[src/rtl/norm_pkg.sv]
// norm_pkg: shared widths, lane result type and saturation constants for
// block_normalizer and norm_lane.
package norm_pkg;

   localparam int unsigned NORM_SIG_W   = 4;
   localparam int unsigned NORM_EXP_W   = 4;
   localparam int unsigned NORM_LOW_EXP = 2;
   localparam int unsigned NORM_LANES   = 4;

   // Per-lane accumulated input width (sign + integer headroom + fraction + guard)
   function automatic int unsigned norm_w(input int unsigned sig_w,
                                          input int unsigned low_exp);
      return sig_w + 4 + low_exp;
   endfunction

   // Bit index of the hidden one within the magnitude
   function automatic int unsigned norm_h(input int unsigned sig_w,
                                          input int unsigned low_exp);
      return sig_w + low_exp;
   endfunction

   typedef struct packed {
      logic                  sign;
      logic [NORM_EXP_W-1:0] exp;
      logic [NORM_SIG_W-1:0] mant;
      logic                  zero;
      logic                  ovf;
   } lane_res_t;

   localparam logic [NORM_EXP_W-1:0] NORM_SAT_EXP  = NORM_EXP_W'((1 << NORM_EXP_W) - 2);
   localparam logic [NORM_SIG_W-1:0] NORM_SAT_MANT = '1;

endpackage

[src/rtl/norm_lane.sv]
// norm_lane: combinational normalize step for one lane -- leading-one detect,
// left-align, exponent adjust and optional round-to-nearest-even.
// Rounding is built only when NORM_RNE_EN is defined; otherwise truncation.
module norm_lane
   import norm_pkg::*;
#(
   parameter  int unsigned sigWidth   = NORM_SIG_W,
   parameter  int unsigned expWidth   = NORM_EXP_W,
   parameter  int unsigned low_expand = NORM_LOW_EXP,
   localparam int unsigned W          = norm_w(sigWidth, low_expand)
) (
   input  logic                sign_i,
   input  logic                zero_i,
   input  logic                ovf_i,
   input  logic [W-2:0]        mag_i,
   input  logic [expWidth-1:0] blk_exp_i,
   output lane_res_t           res_o
);

   localparam int unsigned MW  = W - 1;
   localparam int unsigned H   = norm_h(sigWidth, low_expand);
   localparam int unsigned EW2 = expWidth + 2;
   localparam int unsigned PW  = $clog2(MW);
   localparam int unsigned RW  = MW - 1 - sigWidth;

   localparam logic signed [EW2-1:0] E_SAT  = EW2'((1 << expWidth) - 1);
   localparam logic signed [EW2-1:0] E_ZERO = '0;

   logic [PW-1:0]         lead_pos;
   logic [PW-1:0]         shamt;
   logic [sigWidth-1:0]   mant_t;
   logic [sigWidth-1:0]   mant_r;
   logic signed [EW2-1:0] exp_raw;
   logic signed [EW2-1:0] exp_adj;

   // Leading-one detector: highest set bit wins
   always_comb begin
      lead_pos = '0;
      for (int unsigned i = 0; i < MW; i++) begin
         if (mag_i[i]) lead_pos = PW'(i);
      end
   end

   // Left-align the leading one to the top bit; take the bits just below it
   always_comb begin
      shamt   = PW'(MW - 1) - lead_pos;
      mant_t  = sigWidth'((mag_i << shamt) >> RW);
      exp_raw = EW2'(blk_exp_i) + EW2'(lead_pos) - EW2'(H);
   end

`ifdef NORM_RNE_EN
   logic [RW-1:0]     rbits;
   logic              guard;
   logic              sticky;
   logic              rnd_up;
   logic [sigWidth:0] mant_sum;

   // Round to nearest, ties to even; a carry-out leaves mant at zero and bumps exp
   always_comb begin
      rbits    = RW'(mag_i << shamt);
      guard    = rbits[RW-1];
      sticky   = |rbits[RW-2:0];
      rnd_up   = guard & (sticky | mant_t[0]);
      mant_sum = {1'b0, mant_t} + (sigWidth + 1)'(rnd_up);
      mant_r   = mant_sum[sigWidth-1:0];
      exp_adj  = exp_raw + EW2'(mant_sum[sigWidth]);
   end
`else
   // Plain truncation
   always_comb begin
      mant_r  = mant_t;
      exp_adj = exp_raw;
   end
`endif

   // Special-case selection: saturate, flush to zero, or pass normalized value
   always_comb begin
      res_o = '0;
      if (ovf_i) begin
         res_o.sign = sign_i;
         res_o.exp  = NORM_SAT_EXP;
         res_o.mant = NORM_SAT_MANT;
         res_o.ovf  = 1'b1;
      end else if (zero_i || (exp_adj <= E_ZERO)) begin
         res_o.zero = 1'b1;
      end else if (exp_adj >= E_SAT) begin
         res_o.sign = sign_i;
         res_o.exp  = NORM_SAT_EXP;
         res_o.mant = NORM_SAT_MANT;
         res_o.ovf  = 1'b1;
      end else begin
         res_o.sign = sign_i;
         res_o.exp  = exp_adj[expWidth-1:0];
         res_o.mant = mant_r;
      end
   end

endmodule

[src/rtl/block_normalizer.sv]
// block_normalizer: four-lane fixed-point to sign/exp/mant normalizer.
// Stage 1 decodes sign/magnitude, stage 2 (norm_lane x4) normalizes into the
// output registers. Valid/ready on both sides; one bundle per cycle.
// Define NORM_RNE_EN for round-to-nearest-even instead of truncation.
module block_normalizer
   import norm_pkg::*;
#(
   parameter  int unsigned sigWidth   = NORM_SIG_W,
   parameter  int unsigned expWidth   = NORM_EXP_W,
   parameter  int unsigned low_expand = NORM_LOW_EXP,
   localparam int unsigned W          = norm_w(sigWidth, low_expand)
) (
   input  logic                  clk,
   input  logic                  rst,
   input  logic                  in_valid,
   output logic                  in_ready,
   input  logic [4*W-1:0]        in_num,
   input  logic [expWidth-1:0]   in_exp,
   output logic                  out_valid,
   input  logic                  out_ready,
   output logic [3:0]            out_sign,
   output logic [4*expWidth-1:0] out_exp,
   output logic [4*sigWidth-1:0] out_mant,
   output logic [3:0]            out_zero,
   output logic [3:0]            out_ovf
);

   logic s1_adv;
   logic accept;

   logic [NORM_LANES-1:0]        dec_sign;
   logic [NORM_LANES-1:0]        dec_zero;
   logic [NORM_LANES-1:0]        dec_ovf;
   logic [NORM_LANES-1:0][W-2:0] dec_mag;

   logic                         s1_valid_q, s1_valid_d;
   logic [expWidth-1:0]          s1_exp_q,   s1_exp_d;
   logic [NORM_LANES-1:0]        s1_sign_q,  s1_sign_d;
   logic [NORM_LANES-1:0]        s1_zero_q,  s1_zero_d;
   logic [NORM_LANES-1:0]        s1_ovf_q,   s1_ovf_d;
   logic [NORM_LANES-1:0][W-2:0] s1_mag_q,   s1_mag_d;

   lane_res_t [NORM_LANES-1:0]   lane_res;
   lane_res_t [NORM_LANES-1:0]   out_res_q,   out_res_d;
   logic                         out_valid_q, out_valid_d;

   // Handshake: stage 1 drains whenever the output slot is empty or being taken
   always_comb begin
      s1_adv   = !out_valid_q || out_ready;
      in_ready = !s1_valid_q || s1_adv;
      accept   = in_valid && in_ready;
   end

   // Stage 1 decode: two's complement to sign/magnitude; most-negative saturates
   always_comb begin
      for (int unsigned i = 0; i < NORM_LANES; i++) begin
         dec_sign[i] = in_num[W*i + W-1];
         dec_mag[i]  = in_num[W*i +: W-1];
         dec_ovf[i]  = 1'b0;
         dec_zero[i] = (in_num[W*i +: W-1] == '0) && !dec_sign[i];
         if (dec_sign[i]) begin
            if (in_num[W*i +: W-1] == '0) begin
               dec_mag[i] = '1;
               dec_ovf[i] = 1'b1;
            end else begin
               dec_mag[i] = ~in_num[W*i +: W-1] + (W-1)'(1);
            end
         end
      end
   end

   // Stage 1 register next-state: load on accept, valid follows in_valid when ready
   always_comb begin
      s1_valid_d = s1_valid_q;
      s1_exp_d   = s1_exp_q;
      s1_sign_d  = s1_sign_q;
      s1_zero_d  = s1_zero_q;
      s1_ovf_d   = s1_ovf_q;
      s1_mag_d   = s1_mag_q;
      if (in_ready) s1_valid_d = in_valid;
      if (accept) begin
         s1_exp_d  = in_exp;
         s1_sign_d = dec_sign;
         s1_zero_d = dec_zero;
         s1_ovf_d  = dec_ovf;
         s1_mag_d  = dec_mag;
      end
   end

   for (genvar g = 0; g < NORM_LANES; g++) begin : g_lane
      norm_lane #(
         .sigWidth   (sigWidth),
         .expWidth   (expWidth),
         .low_expand (low_expand)
      ) u_lane (
         .sign_i    (s1_sign_q[g]),
         .zero_i    (s1_zero_q[g]),
         .ovf_i     (s1_ovf_q[g]),
         .mag_i     (s1_mag_q[g]),
         .blk_exp_i (s1_exp_q),
         .res_o     (lane_res[g])
      );
   end

   // Output register next-state: moves only on s1_adv, so held data stays stable
   always_comb begin
      out_valid_d = out_valid_q;
      out_res_d   = out_res_q;
      if (s1_adv) begin
         out_valid_d = s1_valid_q;
         if (s1_valid_q) out_res_d = lane_res;
      end
   end

   // Pipeline registers; reset drops both in-flight bundles
   always_ff @(posedge clk) begin
      if (rst) begin
         s1_valid_q  <= 1'b0;
         s1_exp_q    <= '0;
         s1_sign_q   <= '0;
         s1_zero_q   <= '0;
         s1_ovf_q    <= '0;
         s1_mag_q    <= '0;
         out_valid_q <= 1'b0;
         out_res_q   <= '0;
      end else begin
         s1_valid_q  <= s1_valid_d;
         s1_exp_q    <= s1_exp_d;
         s1_sign_q   <= s1_sign_d;
         s1_zero_q   <= s1_zero_d;
         s1_ovf_q    <= s1_ovf_d;
         s1_mag_q    <= s1_mag_d;
         out_valid_q <= out_valid_d;
         out_res_q   <= out_res_d;
      end
   end

   // Flatten the lane results onto the output buses
   always_comb begin
      out_valid = out_valid_q;
      for (int unsigned i = 0; i < NORM_LANES; i++) begin
         out_sign[i]                      = out_res_q[i].sign;
         out_exp[i*expWidth +: expWidth]  = out_res_q[i].exp;
         out_mant[i*sigWidth +: sigWidth] = out_res_q[i].mant;
         out_zero[i]                      = out_res_q[i].zero;
         out_ovf[i]                       = out_res_q[i].ovf;
      end
   end

endmodule
[config.mk]
export PLATFORM = sky130hd
export DESIGN_NAME = block_normalizer
export DESIGN_NICKNAME = d
export VERILOG_FILES = /design/src/rtl/norm_pkg.sv /design/src/rtl/norm_lane.sv /design/src/rtl/block_normalizer.sv
export SDC_FILE = /design/constraint.sdc
export NUM_CORES = 1
export LEC_CHECK = 0
export CAP_MARGIN = 20
export CORE_MARGIN = 3
export CORE_UTILIZATION = 44
export CTS_CLUSTER_DIAMETER = 100
export CTS_CLUSTER_SIZE = 16
export DETAILED_ROUTE_END_ITERATION = 8
export PLACE_DENSITY = 0.67
export SYNTH_ARGS = -nofsm -noshare
export SYNTH_HDL_FRONTEND = slang
export SYNTH_SLANG_ARGS = --single-unit
[constraint.sdc]
create_clock -name clk -period 5.16 [get_ports clk]
set_clock_uncertainty 0.15 [all_clocks]
set_input_delay 1.548 -clock clk [delete_from_list [all_inputs] [get_ports clk]]
set_output_delay 1.548 -clock clk [all_outputs]
set_load 0.05 [all_outputs]
==> flow_summary.toml, run 1 <==
[worst_setup_path]
slowest_stage = "clkdlybuf4s50_1"
slowest_delay_ps = 720
startpoint = "out_ready"
r2r_setup_slack_ps = 830
criticalPathCategory = "primary input to output port"
cp.required_ps = 3460
crit_arrival_ps = 3110
crit_chain = "clkdlybuf4s50_1, nor2b_1, nand2_1, clkdlybuf4s50_1"
end_kind = "output port"
crit_fanout = 5
rr_worst_depth = 14
regToRegStartpoint = "s1_mag_q[26]"
worst_path_most_repeated_cell = "clkdlybuf4s50_1"
r2r-end = "out_exp[9]"
start_kind = "primary input"

[run_status]
outcome = "completed"

[sta]
finalSetupViolations = 0
slew_viol_final = 0
rsz0062_at_grt = "false"
hold_viol_final = 0
tightest_slew_ps = 882
post-route-period-util = 0.932
max_freq_mhz = 208
min_period_ps = 4810
tns_ps = 0
slew_headroom = 0.412

[floorplanning]
rows = 44
die_area_sq_um = 16600
die_y_um = 129
start_util = 0.454
core_area_sq_um = 14600
fp.dieW_um = 129
num_io_pins = 94

[clock_network]
clock_path_buffers = 2
post-cts-setup-buffers = 0
cts_tree = "done"
clk_latency_ps = 350
cts_resized = 0
cts_max_level = 3
clk_pin_slew_ps = 70
cts-root-buf = "clkbuf_16"
cts_num_sinks = 98
ctsHoldBuffers = 0
cts_made_buffers = 9

[pwr]
p_leak_nw = 3.09
vdd_ir_drop_max_v = 0.000168
pwr_density_cell_nw_per_um2 = 340
total_power_mw = 2.73

[min_path]
holdPathStages = 2
min_path_type = "flop to flop"
holdPathEnd = "out_sign[2]"
min_from = "out_sign[2]"

[cells_and_area]
final_cell_mix = "98 x nor2_1, 98 x dfxtp_1, 95 x nand2_1"
drive_gt1_frac = 0.0589
stdcell_count = 1118
final_nets = 1009
multiInputGateArea_sq_um = 4330
area_growth_pct = 20.8
antenna_cells = 0
final-seq-area_sq_um = 1960
fillCellCount = 1441

[logic_synthesis]
synth-edff-count = 0
syn_avg_cell_area_sq_um = 7.74
synth_seq_cells = 98
ys.flop_type = "dfxtp_1"
async_flop_share = 0
ys_seq_area_frac = 0.295
synth_cell_types = 78
ys_warn_count = 0
syn_nets = 939
synthCells = 859
syn_area_sq_um = 6650

[place]
placedCellCount = 1102
gp_congestion = 0.861
dp_hpwl_um = 12300
place.port_buffers = 93

[global_routing]
grt_max_degree = 50
overflow = 0
track_usage = 0.198
grt_pass1_vias = 5715
grt_pass1_wl_um = 27300
antenna_found_initial = 0

[flow_run]
cap_violations = 0

[routing]
routed-via-count = 6357
drt_wl_total_um = 16500
drtIter0Drc = 328
wire_per_inst_um = 14.7
vias_per_cell = 5.69
drt_pre_antenna_iters = 5
remaining_drc_errors = 0
ant_nets = 0
## worst max-delay path by stage
| stage | to | slack (ps) | cells past startpoint |
|---|---|---|---|
| 6_report | in_ready | 350 | 4 |
| 5_1_grt | in_ready | 230 | 4 |
| 4_1_cts | in_ready | 340 | 4 |
| 3_5_place_dp | in_ready | 340 | 4 |
| 3_3_place_gp | in_ready | 340 | 4 |
| 2_1_floorplan | out_mant[10] | 1240 | 15 |
## synth_stat cells (all sizes together) (15+ instances only)
cell	instances	area, sq um
a31oi	16	100
clkbuf	40	151
xor2	21	184
nand3	16	80.1
a21oi	68	340
nor2	98	368
nand2	95	357
mux2i	18	180
ha	28	350
a211oi	31	233
inv	50	188
dfxtp	98	1960
o21ai	27	135
a221oi	15	138
xnor2	15	139
nor2b	19	119
nor3	26	130
## worst max-delay path, delay by kind of cell
kind / cells / cell delay, ps
buffers and inverters: 2 / 1120
AND/OR/NAND/NOR: 2 / 440
## layer usage
metal  up-vias  wire (um)  global-route usage
met4         0        361              0.0772
met3        25        682              0.0320
met1      2959       7820               0.264
met2       108       7610               0.323
met5         -          0                   0
li1       3265          -                   -
## flip-flops by register name, indices dropped and copies added (netlist names)
name / cells
s1_mag_q: 36
out_exp: 16
out_ovf: 4
out_mant: 16
out_valid: 1
s1_zero_q: 4
s1_exp_q: 4
s1_valid_q: 1
s1_ovf_q: 4
out_zero: 4
s1_sign_q: 4
out_sign: 4
## per-stage QoR
stage / setup WS, ps / hold WS, ps / area (sq um) / util
after floorplan: 1240 / 286 / 6650 / -
after global placement: 344 / 290 / 7720 / 0.528
after detailed placement: 338 / 297 / 7720 / 0.528
after CTS: 339 / 305 / 8030 / 0.548
after global routing: 229 / 319 / 8030 / 0.548
final: 350 / 299 / 8030 / 0.548
## power by group
part | switching, mW | internal [mW] | leakage, nW
combinational | 0.682 | 0.461 | 2.14
clock | 0.294 | 0.400 | 0.151
sequential | 0.0690 | 0.827 | 0.806
total | 1.04 | 1.69 | 3.09
## cell type report
type                    count  share of cell area
repair buffers            105               0.127
multi-input cells         665               0.539
clock buffers              11              0.0315
well taps                 184              0.0287
flip-flops and latches     98               0.244
inverters                  50              0.0234
clock inverters             5             0.00654
## logic make-up after synthesis
| group | count (synthesis) | share of synthesized area |
|---|---|---|
| compound gates | 248 | 0.265 |
| xor+xnor | 36 | 0.0486 |
| fa+ha+maj | 32 | 0.0648 |
| buf+inv | 96 | 0.0548 |
| flops | 98 | 0.295 |
| mux | 21 | 0.0339 |
| simple gates | 328 | 0.238 |
(Power assumes the default switching activity.)
==> inputs of run 2 (changes only) <==
--- a/config.mk
+++ b/config.mk
@@ -12,6 +12,7 @@
 export CTS_CLUSTER_SIZE = 16
 export DETAILED_ROUTE_END_ITERATION = 8
 export PLACE_DENSITY = 0.67
+export SLEW_MARGIN = 5
 export SYNTH_ARGS = -nofsm -noshare
 export SYNTH_HDL_FRONTEND = slang
 export SYNTH_SLANG_ARGS = --single-unit
==> results of run 2 <==
No change in the layout: final DEF, timing and power equal those of run 1.
